==> src/rtl/multiplier_arbiter_pkg.sv <==
// Shared constants for the multiplier arbiter: requester count and FSM state encoding.
package multiplier_arbiter_pkg;

  localparam int NUM_REQ = 2;

  typedef enum logic [1:0] {
    ST_IDLE    = 2'd0,
    ST_ISSUE   = 2'd1,
    ST_WAIT    = 2'd2,
    ST_RESPOND = 2'd3
  } state_e;

endpackage

==> src/rtl/multiplier_arbiter_rr_arbiter2.sv <==
// Two-way round-robin arbiter: on a tie the requester not granted last wins.
import multiplier_arbiter_pkg::*;

module rr_arbiter2 (
  input  logic               clock,
  input  logic               reset,
  input  logic [NUM_REQ-1:0] i_req,
  input  logic               i_update,
  output logic [NUM_REQ-1:0] o_grant
);

  logic                r_fav;
  logic [NUM_REQ-1:0]  w_grant;

  always_comb begin
    w_grant = 2'b00;
    if (i_req == 2'b11) begin
      w_grant = r_fav ? 2'b10 : 2'b01;
    end else begin
      w_grant = i_req;
    end
  end

  // r_fav names the requester that wins the next tie.
  always_ff @(posedge clock or posedge reset) begin
    if (reset) begin
      r_fav <= 1'b0;
    end else if (i_update && (w_grant != 2'b00)) begin
      r_fav <= w_grant[0];
    end else begin
      r_fav <= r_fav;
    end
  end

  assign o_grant = w_grant;

endmodule

==> src/rtl/multiplier_arbiter.sv <==
// Shares one multiplier between two requesters: grant, issue, wait for result, respond.
// Optional WAIT timeout is enabled with macro MULTIPLIER_ARBITER_TIMEOUT_EN.
import multiplier_arbiter_pkg::*;

module multiplier_arbiter #(
  parameter int WIDTH          = 32,
  parameter int TIMEOUT_CYCLES = 64
) (
  input  logic                   clock,
  input  logic                   reset,
  input  logic [NUM_REQ-1:0]     req_valid,
  output logic [NUM_REQ-1:0]     req_ready,
  input  logic [2*WIDTH-1:0]     req_a,
  input  logic [2*WIDTH-1:0]     req_b,
  output logic                   mul_start,
  output logic [WIDTH-1:0]       mul_a,
  output logic [WIDTH-1:0]       mul_b,
  input  logic [WIDTH-1:0]       mul_result,
  input  logic                   mul_done,
  output logic                   resp_valid,
  input  logic                   resp_ready,
  output logic                   resp_id,
  output logic [WIDTH-1:0]       resp_result,
  output logic                   resp_error,
  output logic                   busy
);

  state_e             r_state;
  logic               r_mul_start;
  logic [WIDTH-1:0]   r_mul_a;
  logic [WIDTH-1:0]   r_mul_b;
  logic               r_resp_valid;
  logic               r_resp_id;
  logic [WIDTH-1:0]   r_resp_result;
  logic [NUM_REQ-1:0] w_grant;
  logic               w_grant_en;
  logic               w_grant_id;

`ifdef MULTIPLIER_ARBITER_TIMEOUT_EN
  localparam int CNT_W = $clog2(TIMEOUT_CYCLES + 1);
  logic [CNT_W-1:0]   r_wait_cnt;
  logic               r_resp_error;
`endif

  assign w_grant_en = (r_state == ST_IDLE) && (req_valid != 2'b00);
  assign w_grant_id = w_grant[1];

  rr_arbiter2 u_rr (
    .clock    (clock),
    .reset    (reset),
    .i_req    (req_valid),
    .i_update (w_grant_en),
    .o_grant  (w_grant)
  );

  // Grant is combinational so the requester sees ready in the decision cycle.
  assign req_ready = (r_state == ST_IDLE) ? w_grant : 2'b00;

  // Main FSM with operand latches and response registers.
  always_ff @(posedge clock or posedge reset) begin
    if (reset) begin
      r_state       <= ST_IDLE;
      r_mul_start   <= 1'b0;
      r_mul_a       <= '0;
      r_mul_b       <= '0;
      r_resp_valid  <= 1'b0;
      r_resp_id     <= 1'b0;
      r_resp_result <= '0;
`ifdef MULTIPLIER_ARBITER_TIMEOUT_EN
      r_wait_cnt    <= '0;
      r_resp_error  <= 1'b0;
`endif
    end else begin
      case (r_state)
        ST_IDLE: begin
          if (w_grant_en) begin
            r_mul_a     <= w_grant_id ? req_a[2*WIDTH-1:WIDTH] : req_a[WIDTH-1:0];
            r_mul_b     <= w_grant_id ? req_b[2*WIDTH-1:WIDTH] : req_b[WIDTH-1:0];
            r_resp_id   <= w_grant_id;
            r_mul_start <= 1'b1;
            r_state     <= ST_ISSUE;
          end
        end
        ST_ISSUE: begin
          r_mul_start <= 1'b0;
`ifdef MULTIPLIER_ARBITER_TIMEOUT_EN
          r_wait_cnt  <= '0;
`endif
          r_state     <= ST_WAIT;
        end
        ST_WAIT: begin
          // A done arriving in the timeout cycle still wins.
          if (mul_done) begin
            r_resp_result <= mul_result;
            r_resp_valid  <= 1'b1;
`ifdef MULTIPLIER_ARBITER_TIMEOUT_EN
            r_resp_error  <= 1'b0;
`endif
            r_state       <= ST_RESPOND;
`ifdef MULTIPLIER_ARBITER_TIMEOUT_EN
          end else if (r_wait_cnt == CNT_W'(TIMEOUT_CYCLES - 1)) begin
            r_resp_result <= '0;
            r_resp_valid  <= 1'b1;
            r_resp_error  <= 1'b1;
            r_state       <= ST_RESPOND;
          end else begin
            r_wait_cnt    <= r_wait_cnt + 1'b1;
`endif
          end
        end
        ST_RESPOND: begin
          if (resp_ready) begin
            r_resp_valid <= 1'b0;
            r_state      <= ST_IDLE;
          end
        end
        default: begin
          r_state <= ST_IDLE;
        end
      endcase
    end
  end

  assign mul_start   = r_mul_start;
  assign mul_a       = r_mul_a;
  assign mul_b       = r_mul_b;
  assign resp_valid  = r_resp_valid;
  assign resp_id     = r_resp_id;
  assign resp_result = r_resp_result;
  assign busy        = (r_state != ST_IDLE);

`ifdef MULTIPLIER_ARBITER_TIMEOUT_EN
  assign resp_error = r_resp_error;
`else
  assign resp_error = 1'b0;
`endif

endmodule

==> config.mk <==
export PLATFORM = sky130hd
export DESIGN_NAME = multiplier_arbiter
export DESIGN_NICKNAME = d
export VERILOG_FILES = /design/src/rtl/multiplier_arbiter_pkg.sv /design/src/rtl/multiplier_arbiter_rr_arbiter2.sv /design/src/rtl/multiplier_arbiter.sv
export SDC_FILE = /design/constraint.sdc
export NUM_CORES = 1
export LEC_CHECK = 0
export CORE_ASPECT_RATIO = 0.75
export CORE_UTILIZATION = 34
export CTS_CLUSTER_SIZE = 30
export DETAILED_ROUTE_END_ITERATION = 8
export GPL_ROUTABILITY_DRIVEN = 0
export PLACE_DENSITY = 0.8
export SETUP_SLACK_MARGIN = 0.05
export SLEW_MARGIN = 0
export SYNTH_ARGS = -nofsm -noshare
export SYNTH_HDL_FRONTEND = slang
export SYNTH_HIERARCHICAL = 1
export SYNTH_SLANG_ARGS = --single-unit
==> constraint.sdc <==
create_clock -name clock -period 3 [get_ports clock]
set_input_delay 0.45 -clock clock [delete_from_list [all_inputs] [get_ports clock]]
set_output_delay 0.45 -clock clock [all_outputs]
set_load 0.01 [all_outputs]
# After elaboration in Yosys (flattened, before gate mapping)
# Cells that the tools add are included.
# word_totals
in_bits	166
output_inout_bits	103
elab_cells	42
ff_bits	102
# classes
eq_ne	7
n_reduce_logical	13
mux	14
# op_table
cell	n
$mux W32	2
$mux W2	6
$reduce_bool A2 Y1	5
$pmux W2 S4	1
$eq A2 B2 Y1 const B	3
$reduce_and A2 Y1	3
$reduce_and A3 Y1	2
$ne A2 B2 Y1 const B	2
$pmux W1 S2	2
$mux W1	3
$eq A2 B1 Y1 const B	1
$logic_and A1 B1 Y1	2
$logic_not A2 Y1	1
$ne A2 B1 Y1 const B	1

# Longest topological paths before layout
# Gate-level depths: netlist of the first run.
# logic_depth
ltp_word	4
ltp_mapped	8
mapped_depth_nobuf	6

# By module
# The synthesis of the first run kept the hierarchy.
# modules_own_cells
mod	n_inst	cells_per_inst	area_each_um2	seq_area_each_um2
multiplier_arbiter	1	380	4460.5	2527.4
rr_arbiter2	1	7	58.8	25.0

# Worst setup path after synthesis of the first run
# OpenSTA, ideal clock, no wires.
# synth_path
kind	input-to-output
from	input req_valid[1]
to	output req_ready[1]
n_path_buf	3
path_stages	5
t_required_ns	2.550
path_slack_ns	1.328
arrival_time_ns	1.222
path_cell_list	a21boi_1 > clkbuf_2 > buf_4 > buf_6 > and2_1
# synth_between
elab_chain_cells	3
# synth_rtl
item	line_no	rtl
start: declaration	multiplier_arbiter.sv:11	input logic [NUM_REQ-1:0] req_valid,
$eq A2 B2 Y1	multiplier_arbiter_rr_arbiter2.sv:17	if (i_req == 2'b11) begin
$mux W2 (*)	multiplier_arbiter_rr_arbiter2.sv:17	
$mux W2 (*)	multiplier_arbiter.sv:57	assign req_ready = (r_state == ST_IDLE) ? w_grant : 2'b00;
end: declaration	multiplier_arbiter.sv:12	output logic [NUM_REQ-1:0] req_ready,
# Mark *: on every way between the ends. The rest lies on a longest branch, timed or not.

# Final worst setup path of the first run
# layout_path
from	input req_valid[1]
to	output req_ready[1]
# layout_between
elab_chain_cells	3
# layout_rtl
item	line_no	rtl
$eq A2 B2 Y1	multiplier_arbiter_rr_arbiter2.sv:17	
$mux W2 (*)	multiplier_arbiter_rr_arbiter2.sv:17	
named net w_grant[1]	multiplier_arbiter.sv:35	logic [NUM_REQ-1:0] w_grant;
$mux W2 (*)	multiplier_arbiter.sv:57	
# The timed path passes the listed nets; every way through them passes the cells marked *.

==> results of run 1 <==
==> worst max-delay path by stage <==
stage                       startpoint            to  slack [ps]
after global placement    req_valid[1]  req_ready[1]         550
final                     req_valid[1]  req_ready[1]         490
after global routing      req_valid[0]  req_ready[0]         440
after CTS                 req_valid[1]  req_ready[1]         500
after floorplan           req_valid[1]  req_ready[1]        1330
after detailed placement  req_valid[1]  req_ready[1]         510
==> placed cells by master (no fill, tap or decap), types with 2 or more instances in the layout <==
cell and count:
a21oi_1 2, and2_1 2, buf_12 3, buf_4 3, clkbuf_16 9, clkdlybuf4s50_1 267
clkinv_2 2, clkinvlp_4 2, dfrtp_1 102, ha_1 4, inv_1 9, inv_6 3
mux2_2 33, mux2i_1 64, nand2_1 65, o21ai_0 67
==> per-layer routing <==
layer | routed length, um | up-vias
met1 | 4760 | 1779
met2 | 6170 | 149
li1 | - | 1836
met5 | 0 | -
met3 | 933 | 13
met4 | 150 | 0
==> registers in the layout, indices dropped and copies added, names as in the netlist <==
signal,count
mul_start,1
mul_b,32
resp_result,32
resp_valid,1
resp_id,1
u_rr/r_fav,1
mul_a,32
r_state,2
==> final cells by class <==
class	instances	share of cell area, %
clock inverters	7	0.722
flip-flops and latches	102	33.5
inverters	10	0.542
clock buffers	9	2.95
repair buffers	273	36.1
well taps	171	2.81
multi-input cells	249	23.4
==> stage by stage <==
step / instances / area (sq um) / utilization [%]
6_report: 821 / 7620 / 58.8
5_1_grt: 821 / 7620 / 58.8
4_1_cts: 821 / 7620 / 58.8
3_3_place_gp: 805 / 7340 / 56.6
2_1_floorplan: 387 / 4520 / -
3_5_place_dp: 805 / 7340 / 56.6
==> kinds of logic after synthesis <==
| group | Yosys count | synth area share, % |
|---|---|---|
| buf+inv | 36 | 4.51 |
| simple gates | 69 | 5.95 |
| mux | 98 | 22.7 |
| compound gates | 77 | 9.14 |
| fa+ha+maj | 4 | 1.11 |
| flops | 102 | 56.5 |
| other cells | 1 | 0.0830 |
==> worst register-to-register path, cell delays in order (launching register included) <==
cell and delay [ps]:
dfrtp_1 400, inv_1 80, ha_1 260, nand2_1 80, buf_4 380, mux2_2 410
==> cells in the mapped netlist <==
| cell | number | area share (%) |
|---|---|---|
| buf_4 | 2 | 0.33 |
| mux2i_1 | 64 | 14 |
| clkbuf_1 | 5 | 0.42 |
| buf_2 | 12 | 1.3 |
| a21boi_0 | 1 | 0.17 |
| ha_1 | 4 | 1.1 |
| and2b_2 | 1 | 0.19 |
| a221oi_1 | 1 | 0.19 |
| conb_1 | 1 | 0.083 |
| o311ai_0 | 1 | 0.19 |
| o2bb2ai_1 | 1 | 0.19 |
| mux2_2 | 33 | 8.2 |
| dfrtp_1 | 102 | 56 |
| clkbuf_2 | 1 | 0.11 |
| and2_1 | 2 | 0.28 |
| a21boi_1 | 1 | 0.17 |
| o21ai_0 | 67 | 7.4 |
| a21oi_1 | 2 | 0.22 |
| mux2_4 | 1 | 0.33 |
| nor2_1 | 1 | 0.083 |
| buf_6 | 6 | 1.5 |
| a31oi_1 | 1 | 0.14 |
| inv_1 | 10 | 0.83 |
| o32a_2 | 1 | 0.25 |
| o21ai_2 | 1 | 0.19 |
| nand2_1 | 65 | 5.4 |
==> power groups by stage <==
stage          clock [mW]  sequential [mW]  combinational, mW
2_1_floorplan           0             2.73               1.19
3_3_place_gp            0             2.41               3.30
4_1_cts              1.13             2.43               3.39
6_report             1.10             2.42               3.34
3_5_place_dp            0             2.46               3.38
5_1_grt              1.20             2.52               3.63
==> results.py, run 1 <==
metrics = {
    "critical_path": {
        "cp_slowest_cell": "clkdlybuf4s50_1",
        "crit_cells": 4,
        "r2r_setup_slack_ps": 1280,
        "cp_cell_sequence": "clkdlybuf4s50_1 -> a21boi_4 -> and2_1 -> clkdlybuf4s50_1",
        "reg2reg_from": "r_state[0]",
        "crit_family": "buffers and inverters",
        "critPathKind": "in -> out",
        "arrival_ps": 2060,
        "crit_required_ps": 2550,
        "crit_top_cell": "clkdlybuf4s50_1",
        "rr_worst_depth": 5,
        "start_kind": "primary input",
        "r2r-end": "resp_result[7]",
        "max_stage_delay_ps": 640,
        "worstPathMaxFanout": 7,
        "end_kind": "primary output",
        "critPathBufInv": 2,
    },
    "floorplanning": {
        "start_util_pct": 34.8,
        "io_pins": 269,
        "die_y_um": 102,
        "core_sq_mm": 0.0130,
        "dieArea_sq_mm": 0.0138,
        "row_count": 36,
        "die_w_um": 135,
    },
    "global_routing": {
        "grt_pass1_vias": 3787,
        "globalRouteMet3Util_pct": 5.36,
        "antenna_found_initial": 0,
        "grt_use_total_pct": 17.1,
        "met1_usage_pct": 19.5,
        "grt_max_degree": 71,
        "busiest_layer": "met2",
        "grt_overflow_total": 0,
        "grt_pass1_wl_um": 18300,
        "use_met2_pct": 31.0,
    },
    "clock_network": {
        "post_cts_buffers": 0,
        "cts_buffers": 9,
        "postCtsResizedCells": 0,
        "clk_path_buf_depth": 2,
        "clock-sinks": 102,
        "cts_hold_buffers": 0,
        "cts-root-buf": "clkbuf_16",
        "cts_tree": "done",
        "h-tree-depth": 3,
        "clk_latency_ps": 340,
        "path_clk_slew_ps": 70,
    },
    "routing": {
        "drt_iter0_drc": 95,
        "antenna_violating_nets_post_route": 0,
        "post_drt_wl_per_cell_um": 14.6,
        "via_count": 3777,
        "first_pass_iters": 4,
        "routed_via_density": 4.60,
        "drt_wl_total_um": 12000,
        "drc": 0,
    },
    "placement": {
        "dp_slack_ps": 514,
        "io_buffers": 267,
        "dp_hpwl_um": 9410,
    },
    "yosys": {
        "synth_nets": 557,
        "syn_avg_cell_area_sq_um": 11.7,
        "synth_cell_types": 26,
        "ys_ff_latch": 102,
        "syn-cell-area_sq_mm": 0.00452,
        "ys_warn_count": 6,
        "syn_inst": 387,
        "seq_area_frac_synth_pct": 56.5,
    },
    "sta": {
        "hold_ws_ps": 347,
        "max_clock_freq_mhz": 399,
        "maxSlewViolCount": 0,
        "timing.final.ws_setup_ps": 495,
        "period_minus_slack_ps": 2510,
        "final.setup.tns_ps": 0,
        "slew_headroom_pct": 52.6,
        "finalClockSkew_ps": 7.37,
        "setup_violations": 0,
        "rsz0062_at_grt": "false",
        "hold_viol": 0,
        "period_share_pct": 83.5,
        "worst_pin_slew_ps": 711,
    },
    "cells_and_area": {
        "multi_input_area_sq_mm": 0.00178,
        "num-fill-cells": 1062,
        "regArea_sq_mm": 0.00255,
        "final_nets": 815,
        "n_antenna_cell": 0,
        "area_growth_syn_to_layout_pct": 68.7,
        "drive_above_1_share_pct": 9.38,
    },
    "power_and_ir_drop": {
        "ir_drop_mv": 0.399,
        "power_per_cell_area_mw_per_mm2": 900,
        "seqPwrFrac_pct": 35.3,
        "swShare_pct": 33.5,
        "leakagePower_nw": 3.30,
        "p_int_mw": 4.56,
        "clock_power_share_pct": 16.0,
        "p_comb_share_pct": 48.7,
        "power.switching_mw": 2.30,
        "finalPower_mw": 6.86,
    },
    "worst_hold_path": {
        "hp-class": "in -> async",
    },
    "status": {
        "status": "complete, no violations",
    },
    "job": {
        "maxCapViolCount": 0,
    },
}
No activity file was read; power rests on OpenSTA's default activity.
==> run 2, diff against run 1 <==
- clock period: 3 -> 2.3 ns (I/O delays scaled with it)
==> results.py, run 2 (synthesis gave the netlist of run 1 again) <==
metrics = {
    "critical_path": {
        "end_kind": "primary output",
        "crit_required_ps": 1960,
        "worstPathMaxFanout": 7,
        "arrival_ps": 1770,
        "critPathKind": "reg -> out",
        "start_kind": "flip-flop",
    },
    "cells_and_area": {
        "final_cell_mix": "clkdlybuf4s50_1 (267), dfrtp_1 (102), o21ai_0 (67)",
        "area_growth_syn_to_layout_pct": 71.1,
        "final_common_cell": "clkdlybuf4s50_1",
        "final_nets": 819,
        "multi_input_area_sq_mm": 0.00179,
        "regArea_sq_mm": 0.00255,
        "n_antenna_cell": 0,
        "num-fill-cells": 1047,
        "drive_above_1_share_pct": 10.1,
    },
    "job": {
        "maxCapViolCount": 0,
    },
    "sta": {
        "max_clock_freq_mhz": 472,
        "hold_ws_ps": 251,
        "slew_headroom_pct": 63.6,
        "period_minus_slack_ps": 2120,
        "hold_viol": 0,
        "rsz0062_at_grt": "false",
        "period_share_pct": 92.1,
        "final.setup.tns_ps": 0,
        "setup_violations": 0,
        "maxSlewViolCount": 0,
        "worst_pin_slew_ps": 546,
        "finalClockSkew_ps": 5.74,
    },
    "floorplanning": {
        "row_count": 36,
        "dieArea_sq_mm": 0.0138,
        "core_sq_mm": 0.0130,
        "io_pins": 269,
        "die_w_um": 135,
        "start_util_pct": 34.8,
        "die_y_um": 102,
    },
    "worst_hold_path": {
        "hp-class": "in -> async",
    },
    "clock_network": {
        "clk_path_buf_depth": 2,
        "path_clk_slew_ps": 70,
        "postCtsResizedCells": 1,
        "clk_latency_ps": 330,
        "cts_tree": "done",
        "post_cts_buffers": 0,
        "cts_buffers": 9,
        "cts_hold_buffers": 0,
        "cts-root-buf": "clkbuf_16",
        "clock-sinks": 102,
        "h-tree-depth": 3,
    },
    "routing": {
        "antenna_violating_nets_post_route": 0,
        "post_drt_wl_per_cell_um": 14.7,
        "drc": 0,
        "via_count": 3757,
        "routed_via_density": 4.55,
        "drt_iter0_drc": 77,
        "first_pass_iters": 4,
        "drt_wl_total_um": 12100,
    },
    "global_routing": {
        "grt_pass1_wl_um": 18500,
        "grt_overflow_total": 0,
        "grt_use_total_pct": 17.2,
        "grt_max_degree": 66,
        "antenna_found_initial": 0,
        "grt_pass1_vias": 3807,
    },
    "power_and_ir_drop": {
        "ir_drop_mv": 0.530,
        "leakagePower_nw": 3.34,
        "power_per_cell_area_mw_per_mm2": 1180,
    },
    "status": {
        "status": "complete, no violations",
    },
    "placement": {
        "io_buffers": 267,
        "dp_hpwl_um": 9310,
    },
}
## run 2: changes by cell type in the layout (fill, tap and decap cells not counted), sizes merged
cell / previous run / this run
buf: 6 / 10
bufinv: 0 / 1
clkbuf: 9 / 11
inv: 13 / 10
## run 2: path summary, 6_finish.rpt
kind                       depth (start not counted)       start  slack [ps]      endpoint
max                                                4  r_state[0]         180  req_ready[1]
min                                                2       reset         250    u_rr/r_fav
max reg2reg                                        4  r_state[0]         630    r_state[1]
min reg2reg                                        2   mul_a[12]         480     mul_a[12]
max in group asynchronous                          3       reset        1310     mul_a[15]
min in group clock                                 2   mul_a[12]         480     mul_a[12]
## run 2: layout make-up
type	instances	share of cell area, %
timing repair buffer	277	36.3
sequential	102	33.0
clock buffer	11	3.27
clock inverter	5	0.858
inverter	10	0.534
tap	171	2.77
multi-input combinational	249	23.2
## run 2: metrics by stage
stage / power, mW / utilization [%] / cell area, sq um / instances / setup WS [ps]
after CTS: 9.26 / 59.5 / 7720 / 825 / 95.0
after detailed placement: 7.63 / 57.0 / 7400 / 809 / 193
final: 9.14 / 59.6 / 7730 / 825 / 181
after global routing: 9.78 / 59.6 / 7730 / 825 / 91.4
after floorplan: 5.12 / - / 4520 / 387 / 751
after global placement: 7.46 / 57.0 / 7400 / 809 / 208
## run 2: worst max-delay path: stages, from the launching register on
cell and delay (ps):
dfrtp_1 420, inv_1 140, ha_4 210, and2_1 140, clkdlybuf4s50_1 530
## run 2: power breakdown
group          switching (mW)  internal, mW  total [mW]
registers               0.467          2.69        3.16
clock network           0.658         0.915        1.57
logic                    1.85          2.56        4.41
total                    2.97          6.17        9.14
## run 2: per-layer routing
metal | GRT usage (%) | part of all wire (%) | up-vias
met5 | 0 | 0 | -
met4 | 4.32 | 1.3 | 0
met3 | 4.96 | 7.4 | 14
met2 | 31.3 | 51 | 153
met1 | 19.8 | 40 | 1739
li1 | - | - | 1851
